<file path="config.mk">
export PLATFORM = sky130hd
export DESIGN_NAME = shape_sfr_arbiter_flat
export DESIGN_NICKNAME = d
export VERILOG_FILES = /design/src/rtl/shape_sfr_arbiter_if.sv /design/src/rtl/shape_sfr_arbiter.sv /design/src/flat_wrapper.sv
export SDC_FILE = /design/constraint.sdc
export NUM_CORES = 1
export LEC_CHECK = 0
export ABC_CLOCK_PERIOD_IN_PS = 3900
export CORE_UTILIZATION = 42
export DETAILED_ROUTE_END_ITERATION = 16
export PLACE_DENSITY = 0.87
export SYNTH_ARGS = -nofsm -noshare
export SYNTH_HDL_FRONTEND = slang
export SYNTH_SLANG_ARGS = --single-unit
</file>
<file path="constraint.sdc">
create_clock -name clk -period 3.9 [get_ports clk]
set_clock_uncertainty 0.05 [all_clocks]
set_input_delay 0.78 -clock clk [delete_from_list [all_inputs] [get_ports clk]]
set_output_delay 0.78 -clock clk [all_outputs]
set_load 0.05 [all_outputs]
</file>
<file path="src/rtl/shape_sfr_arbiter_if.sv">
// Request/response handshake between the configuration masters and the
// shape SFR arbiter.
//   req_valid  per-requester request, held with stable data until accepted
//   req_data   requested SFR word, requester i in bits [32*i+31:32*i]
//   req_ready  one-hot accept strobe from the arbiter
//   resp_valid one-hot, one-cycle response strobe to the granted requester
//   resp_ok    qualified by resp_valid: readback matches the request
// modport master: requester side; modport slave: arbiter side.
interface shape_sfr_arbiter_if #(
    parameter int NUM_REQ = 2
);
    logic [NUM_REQ-1:0]    req_valid;
    logic [32*NUM_REQ-1:0] req_data;
    logic [NUM_REQ-1:0]    req_ready;
    logic [NUM_REQ-1:0]    resp_valid;
    logic                  resp_ok;

    modport master (
        output req_valid,
        output req_data,
        input  req_ready,
        input  resp_valid,
        input  resp_ok
    );

    modport slave (
        input  req_valid,
        input  req_data,
        output req_ready,
        output resp_valid,
        output resp_ok
    );
endinterface

</file>
<file path="src/rtl/shape_sfr_arbiter.sv">
// Round-robin arbiter that shares the shape processor's single control-SFR
// port between NUM_REQ requesters. Each grant writes the requested word,
// reads the SFR back after READ_LATENCY cycles and reports whether the
// shape [17:16] and operation [4:0] fields now hold the requested values.
// Saturating accept/reject counters track the outcomes.
// Ports:
//   clk, rst              clock, asynchronous active-high reset
//   bus (slave)           request/response handshake (see shape_sfr_arbiter_if)
//   sfr_write_o           registered write strobe, one cycle per grant
//   sfr_write_data_o      registered write word, held between writes
//   sfr_read_o            registered read strobe, one cycle per grant
//   sfr_read_data_i       readback word, valid READ_LATENCY cycles after sfr_read_o
//   busy_o                high whenever a sequence is in flight
//   ok_count_o            saturating count of matching readbacks
//   rej_count_o           saturating count of mismatching readbacks
module shape_sfr_arbiter #(
    parameter int NUM_REQ      = 2,
    parameter int READ_LATENCY = 1,
    parameter int CNT_W        = 16
) (
    input  logic             clk,
    input  logic             rst,
    shape_sfr_arbiter_if.slave bus,
    output logic             sfr_write_o,
    output logic [31:0]      sfr_write_data_o,
    output logic             sfr_read_o,
    input  logic [31:0]      sfr_read_data_i,
    output logic             busy_o,
    output logic [CNT_W-1:0] ok_count_o,
    output logic [CNT_W-1:0] rej_count_o
);

    localparam int ID_W = (NUM_REQ > 1) ? $clog2(NUM_REQ) : 1;
    localparam int WC_W = 2;
    localparam logic [WC_W-1:0] WAIT_LOAD = WC_W'(READ_LATENCY - 1);

    typedef enum logic [2:0] {
        ST_IDLE  = 3'd0,
        ST_WRITE = 3'd1,
        ST_READ  = 3'd2,
        ST_WAIT  = 3'd3,
        ST_RESP  = 3'd4
    } state_t;

    state_t               state_q, state_d;
    logic [ID_W-1:0]      rr_ptr_q, rr_ptr_d;
    logic [31:0]          cur_data_q, cur_data_d;
    logic [ID_W-1:0]      cur_id_q, cur_id_d;
    logic [WC_W-1:0]      wcnt_q, wcnt_d;
    logic                 sfr_write_q, sfr_write_d;
    logic [31:0]          sfr_write_data_q, sfr_write_data_d;
    logic                 sfr_read_q, sfr_read_d;
    logic [NUM_REQ-1:0]   resp_valid_q, resp_valid_d;
    logic                 resp_ok_q, resp_ok_d;
    logic                 busy_q, busy_d;
    logic [CNT_W-1:0]     ok_cnt_q, ok_cnt_d;
    logic [CNT_W-1:0]     rej_cnt_q, rej_cnt_d;

    logic [NUM_REQ-1:0]   grant_s;
    logic [ID_W-1:0]      gnt_id_s;
    logic                 gnt_found_s;

    // Only the shape and operation fields are compared; other bits are free.
    function automatic logic cfg_match(input logic [31:0] rd, input logic [31:0] want);
        return (rd[17:16] == want[17:16]) && (rd[4:0] == want[4:0]);
    endfunction

    function automatic logic [CNT_W-1:0] sat_inc(input logic [CNT_W-1:0] v);
        if (v == {CNT_W{1'b1}}) begin
            return v;
        end else begin
            return v + CNT_W'(1'b1);
        end
    endfunction

    // Round-robin pick: first pass covers rr_ptr..NUM_REQ-1, second pass wraps to 0..rr_ptr-1.
    always_comb begin
        grant_s     = {NUM_REQ{1'b0}};
        gnt_id_s    = {ID_W{1'b0}};
        gnt_found_s = 1'b0;
        for (int i = 0; i < NUM_REQ; i++) begin
            if (!gnt_found_s && bus.req_valid[i] && (ID_W'(i) >= rr_ptr_q)) begin
                gnt_found_s = 1'b1;
                grant_s[i]  = 1'b1;
                gnt_id_s    = ID_W'(i);
            end else begin
            end
        end
        for (int i = 0; i < NUM_REQ; i++) begin
            if (!gnt_found_s && bus.req_valid[i]) begin
                gnt_found_s = 1'b1;
                grant_s[i]  = 1'b1;
                gnt_id_s    = ID_W'(i);
            end else begin
            end
        end
    end

    // Next-state logic for the write/read/wait/respond sequence.
    always_comb begin
        state_d    = state_q;
        rr_ptr_d   = rr_ptr_q;
        cur_data_d = cur_data_q;
        cur_id_d   = cur_id_q;
        wcnt_d     = wcnt_q;
        case (state_q)
            ST_IDLE: begin
                if (gnt_found_s) begin
                    state_d  = ST_WRITE;
                    cur_id_d = gnt_id_s;
                    for (int i = 0; i < NUM_REQ; i++) begin
                        if (grant_s[i]) begin
                            cur_data_d = bus.req_data[32*i +: 32];
                        end else begin
                        end
                    end
                    if (gnt_id_s == ID_W'(NUM_REQ - 1)) begin
                        rr_ptr_d = {ID_W{1'b0}};
                    end else begin
                        rr_ptr_d = gnt_id_s + ID_W'(1'b1);
                    end
                end else begin
                    state_d = ST_IDLE;
                end
            end
            ST_WRITE: state_d = ST_READ;
            ST_READ: begin
                wcnt_d  = WAIT_LOAD;
                state_d = ST_WAIT;
            end
            ST_WAIT: begin
                if (wcnt_q == {WC_W{1'b0}}) begin
                    state_d = ST_RESP;
                end else begin
                    wcnt_d = wcnt_q - WC_W'(1'b1);
                end
            end
            ST_RESP: state_d = ST_IDLE;
            default: state_d = ST_IDLE;
        endcase
    end

    // Output decode: registered strobes are computed from the upcoming state so they line up with it.
    always_comb begin
        sfr_write_d      = (state_d == ST_WRITE);
        sfr_read_d       = (state_d == ST_READ);
        busy_d           = (state_d != ST_IDLE);
        sfr_write_data_d = sfr_write_data_q;
        resp_valid_d     = {NUM_REQ{1'b0}};
        resp_ok_d        = 1'b0;
        ok_cnt_d         = ok_cnt_q;
        rej_cnt_d        = rej_cnt_q;
        if ((state_q == ST_IDLE) && !rst) begin
            bus.req_ready = grant_s;
        end else begin
            bus.req_ready = {NUM_REQ{1'b0}};
        end
        if (state_d == ST_WRITE) begin
            sfr_write_data_d = cur_data_d;
        end else begin
            sfr_write_data_d = sfr_write_data_q;
        end
        // Entering RESP happens only on the final WAIT edge, which is the readback sample point.
        if (state_d == ST_RESP) begin
            resp_valid_d[cur_id_q] = 1'b1;
            resp_ok_d              = cfg_match(sfr_read_data_i, cur_data_q);
        end else begin
            resp_ok_d = 1'b0;
        end
        if (state_q == ST_RESP) begin
            if (resp_ok_q) begin
                ok_cnt_d = sat_inc(ok_cnt_q);
            end else begin
                rej_cnt_d = sat_inc(rej_cnt_q);
            end
        end else begin
            ok_cnt_d = ok_cnt_q;
        end
    end

    // State and registered outputs; reset abandons any sequence in flight.
    always_ff @(posedge clk or posedge rst) begin
        if (rst) begin
            state_q          <= ST_IDLE;
            rr_ptr_q         <= {ID_W{1'b0}};
            cur_data_q       <= 32'h0000_0000;
            cur_id_q         <= {ID_W{1'b0}};
            wcnt_q           <= {WC_W{1'b0}};
            sfr_write_q      <= 1'b0;
            sfr_write_data_q <= 32'h0000_0000;
            sfr_read_q       <= 1'b0;
            resp_valid_q     <= {NUM_REQ{1'b0}};
            resp_ok_q        <= 1'b0;
            busy_q           <= 1'b0;
            ok_cnt_q         <= {CNT_W{1'b0}};
            rej_cnt_q        <= {CNT_W{1'b0}};
        end else begin
            state_q          <= state_d;
            rr_ptr_q         <= rr_ptr_d;
            cur_data_q       <= cur_data_d;
            cur_id_q         <= cur_id_d;
            wcnt_q           <= wcnt_d;
            sfr_write_q      <= sfr_write_d;
            sfr_write_data_q <= sfr_write_data_d;
            sfr_read_q       <= sfr_read_d;
            resp_valid_q     <= resp_valid_d;
            resp_ok_q        <= resp_ok_d;
            busy_q           <= busy_d;
            ok_cnt_q         <= ok_cnt_d;
            rej_cnt_q        <= rej_cnt_d;
        end
    end

    assign sfr_write_o      = sfr_write_q;
    assign sfr_write_data_o = sfr_write_data_q;
    assign sfr_read_o       = sfr_read_q;
    assign busy_o           = busy_q;
    assign ok_count_o       = ok_cnt_q;
    assign rej_count_o      = rej_cnt_q;
    assign bus.resp_valid   = resp_valid_q;
    assign bus.resp_ok      = resp_ok_q;

endmodule

</file>
<file path="src/flat_wrapper.sv">
// flat-port wrapper written by rule: the top's interface ports become plain ports
module shape_sfr_arbiter_flat 
#(
    parameter int NUM_REQ      = 2,
    parameter int READ_LATENCY = 1,
    parameter int CNT_W        = 16
)
  (clk, rst, sfr_write_o, sfr_write_data_o, sfr_read_o, sfr_read_data_i, busy_o, ok_count_o, rej_count_o, bus_req_valid, bus_req_data, bus_req_ready, bus_resp_valid, bus_resp_ok);
  shape_sfr_arbiter_if #(.NUM_REQ(NUM_REQ)) bus_i ();
  input  logic clk;
  input  logic rst;
  output logic sfr_write_o;
  output logic [31:0] sfr_write_data_o;
  output logic sfr_read_o;
  input  logic [31:0] sfr_read_data_i;
  output logic busy_o;
  output logic [CNT_W-1:0] ok_count_o;
  output logic [CNT_W-1:0] rej_count_o;
  input wire logic [$bits(bus_i.req_valid)-1:0] bus_req_valid;
  input wire logic [$bits(bus_i.req_data)-1:0] bus_req_data;
  output wire logic [$bits(bus_i.req_ready)-1:0] bus_req_ready;
  output wire logic [$bits(bus_i.resp_valid)-1:0] bus_resp_valid;
  output wire logic [$bits(bus_i.resp_ok)-1:0] bus_resp_ok;
  assign bus_i.req_valid = bus_req_valid;
  assign bus_i.req_data = bus_req_data;
  assign bus_req_ready = bus_i.req_ready;
  assign bus_resp_valid = bus_i.resp_valid;
  assign bus_resp_ok = bus_i.resp_ok;
  shape_sfr_arbiter #(.NUM_REQ(NUM_REQ), .READ_LATENCY(READ_LATENCY), .CNT_W(CNT_W)) u_core (.clk(clk), .rst(rst), .bus(bus_i), .sfr_write_o(sfr_write_o), .sfr_write_data_o(sfr_write_data_o), .sfr_read_o(sfr_read_o), .sfr_read_data_i(sfr_read_data_i), .busy_o(busy_o), .ok_count_o(ok_count_o), .rej_count_o(rej_count_o));
endmodule
</file>
==> flow_metrics.tcl <==
set metrics [dict create \
    syn2layout_area_growth_pct 44.5 \
    worstPathArrival_ns 2.05 \
    row_count 35 \
    synth_top_cell_area_share 0.527 \
    path_class "input port to primary output" \
    yosysTopAreaCell "dfrtp_1" \
    slew_headroom 0.608 \
    antenna_found_initial 0 \
    worstPathRequired_ns 3.07 \
    end_kind "primary output" \
    drc_errors 0 \
    first_global_vias 3380 \
    gp_congestion 0.893 \
    final_area_um2 5770 \
    ys_seq_area_frac 0.527 \
    firstDrtPassIters 4 \
    dpl_cell_area_um2 5570 \
    timing.final.crit_share 0.738 \
    status "completed" \
    dp.cells 605 \
    synth_area_per_cell_um2 11.5 \
    portBuffers 146 \
    fmax_ghz 0.348 \
    final_nets 590 \
    grt_pass1_wl_um 16200 \
    initial_core_util 0.432 \
    fin_tns_setup_ns 0 \
    whs_ns 0.391 \
    rsz0062_at_grt "no" \
    cts_buffers 9 \
    synth-seq-cells 84 \
    gr-total-overflow 0 \
    diodes 0 \
    async_reset_ff_frac 1.00 \
    power_density_nw_per_um2 706 \
    die-area_um2 9890 \
    syn_area_um2 3990 \
    fillerInstances 763 \
    synth_nets 451 \
    tightest_slew_ns 0.584 \
    core_um2 9240 \
    wl_per_cell_um 15.8 \
    drt_iter0_drc 144 \
    clk_pin_slew_ns 0.09 \
    post-route-util 0.624 \
    dp_hpwl_um 7290 \
    cts-hold-fix-buffers 0 \
    cts_buffer_depth 2 \
    synthCells 348 \
    clk_latency_ns 0.34 \
    wl_um 9820 \
    critPathMaxFanout 5 \
    p_leak_uw 0.00261 \
    yosys_warnings 0 \
    viasPerCell 5.40 \
    die_h_um 99.5 \
    cts.sinks 84 \
    ys.flop_type "dfrtp_1" \
    setup_viol 0 \
    die_w_um 99.5 \
    postCtsSetupBuffers 0 \
    rrSetupSlack_ns 1.72 \
    ir_worst_vdd_mv 0.465 \
    min_path_type "flip-flop to flip-flop" \
    synth_enable_flop_cells 0 \
    hold_viol 0 \
    cts-root-buf "clkbuf_8" \
    cts_tree "built" \
    period_minus_slack_ns 2.88 \
    crit_path_start_kind "input port" \
    final_cells 621 \
    grt_max_degree 85 \
    cts_max_level 3 \
    synth_most_common_cell "dfrtp_1" \
    ys_types 44 \
    ant_nets 0 \
    cts_resized 0 \
    grtUsageTotal 0.207 \
    vias 3355 \
    drive_above_1_share 0.136 \
    ys_top_cells_by_count "84 x dfrtp_1, 37 x a21o_1, 30 x o221a_2" \
    maxSlewViolCount 0 \
    ios 172 \
    yosys-top-cells-area "dfrtp_1 53%, o221a_2 8.5%, a21o_1 7.0%, xor2_1 4.2%, xnor2_1 2.2%" \
    cap_violations 0 \
]
power by group:
part | internal [µW] | switching (µW)
registers | 1150 | 201
logic | 819 | 1280
clock network | 299 | 323
routing by layer:
metal,global-route usage,wire length [µm],vias up
met1,0.271,4290,1650
met3,0.0408,538,10
met4,0.0679,122,0
met2,0.345,4870,114
met5,0,0,-
li1,-,-,1581
flip-flops by register name (all words and copies together), names as in the netlist:
name / count
u_core.sfr_write_data_o: 32
u_core.sfr_write_o: 1
u_core.cur_data_q: 7
u_core.cur_id_q: 1
u_core.busy_o: 1
u_core.bus.resp_valid: 2
u_core.bus.resp_ok: 1
u_core.ok_count_o: 16
u_core.rej_count_o: 16
u_core.sfr_read_o: 1
u_core.wcnt_q: 2
u_core.rr_ptr_q: 1
u_core.state_q: 3
cells by family (layout without fill, tap and decap cells):
group / Yosys count / in the layout / share of synthesized area
xor gates and xnor gates: 29 / 29 / 0.0637
muxes: 5 / 5 / 0.0144
AOI/OAI and AO/OA: 101 / 101 / 0.210
and+or+nand+nor: 95 / 95 / 0.138
buffers and inverters: 31 / 175 / 0.0370
adders and majority gates: 3 / 3 / 0.00941
DFF: 84 / 84 / 0.527
per-stage QoR:
stage               power [µW]  setup WS, ns
floorplan                 2800         0.698
global placement          3410          1.09
detailed placement        3470          1.06
CTS                       4100          1.03
global route              4270         0.941
finish                    4070          1.02
placed cells by master, fill, tap and decap left out, types with 7 or more instances in the layout:
| cell type | synthesis | final |
|---|---|---|
| and3_1 | 8 | 8 |
| nand2_1 | 19 | 19 |
| nand4_1 | 7 | 7 |
| nand3_1 | 13 | 13 |
| nor3_1 | 14 | 14 |
| xnor2_1 | 10 | 10 |
| a21oi_1 | 14 | 14 |
| o221a_2 | 30 | 30 |
| inv_1 | 8 | 7 |
| xor2_1 | 19 | 19 |
| dfrtp_1 | 84 | 84 |
| clkdlybuf4s50_1 | 0 | 144 |
| nor2_1 | 9 | 9 |
| a21o_1 | 37 | 37 |
| clkbuf_8 | 0 | 9 |
critical path, stage by stage:
cell             delay (ns)
clkdlybuf4s50_1        0.50
nand2b_1               0.17
nand2_1                0.09
nor3_1                 0.32
buf_12                 0.19
worst paths after layout:
kind | start | to | cells after the start
worst max-delay path | bus_req_valid[0] | bus_req_ready[1] | 5
worst min-delay path | u_core.cur_id_q | u_core.bus.resp_valid[0] | 1
worst max register to register | u_core.rej_count_o[0] | u_core.rej_count_o[1] | 5
worst min register to register | u_core.cur_id_q | u_core.bus.resp_valid[0] | 1
max in group asynchronous | rst | u_core.ok_count_o[3] | 3
min in group asynchronous | rst | u_core.sfr_write_data_o[17] | 3
area by class of cell:
class / instances / area, µm² / area share
Tap cell: 129 / 161 / 0.0280
Sequential cell: 84 / 2100 / 0.365
Timing Repair Buffer: 150 / 1520 / 0.264
Clock buffer: 9 / 124 / 0.0215
Inverter: 9 / 35.0 / 0.00608
Clock inverter: 7 / 76.3 / 0.0132
Multi-Input combinational cell: 233 / 1740 / 0.302
No activity file was read; power rests on OpenSTA's default activity.
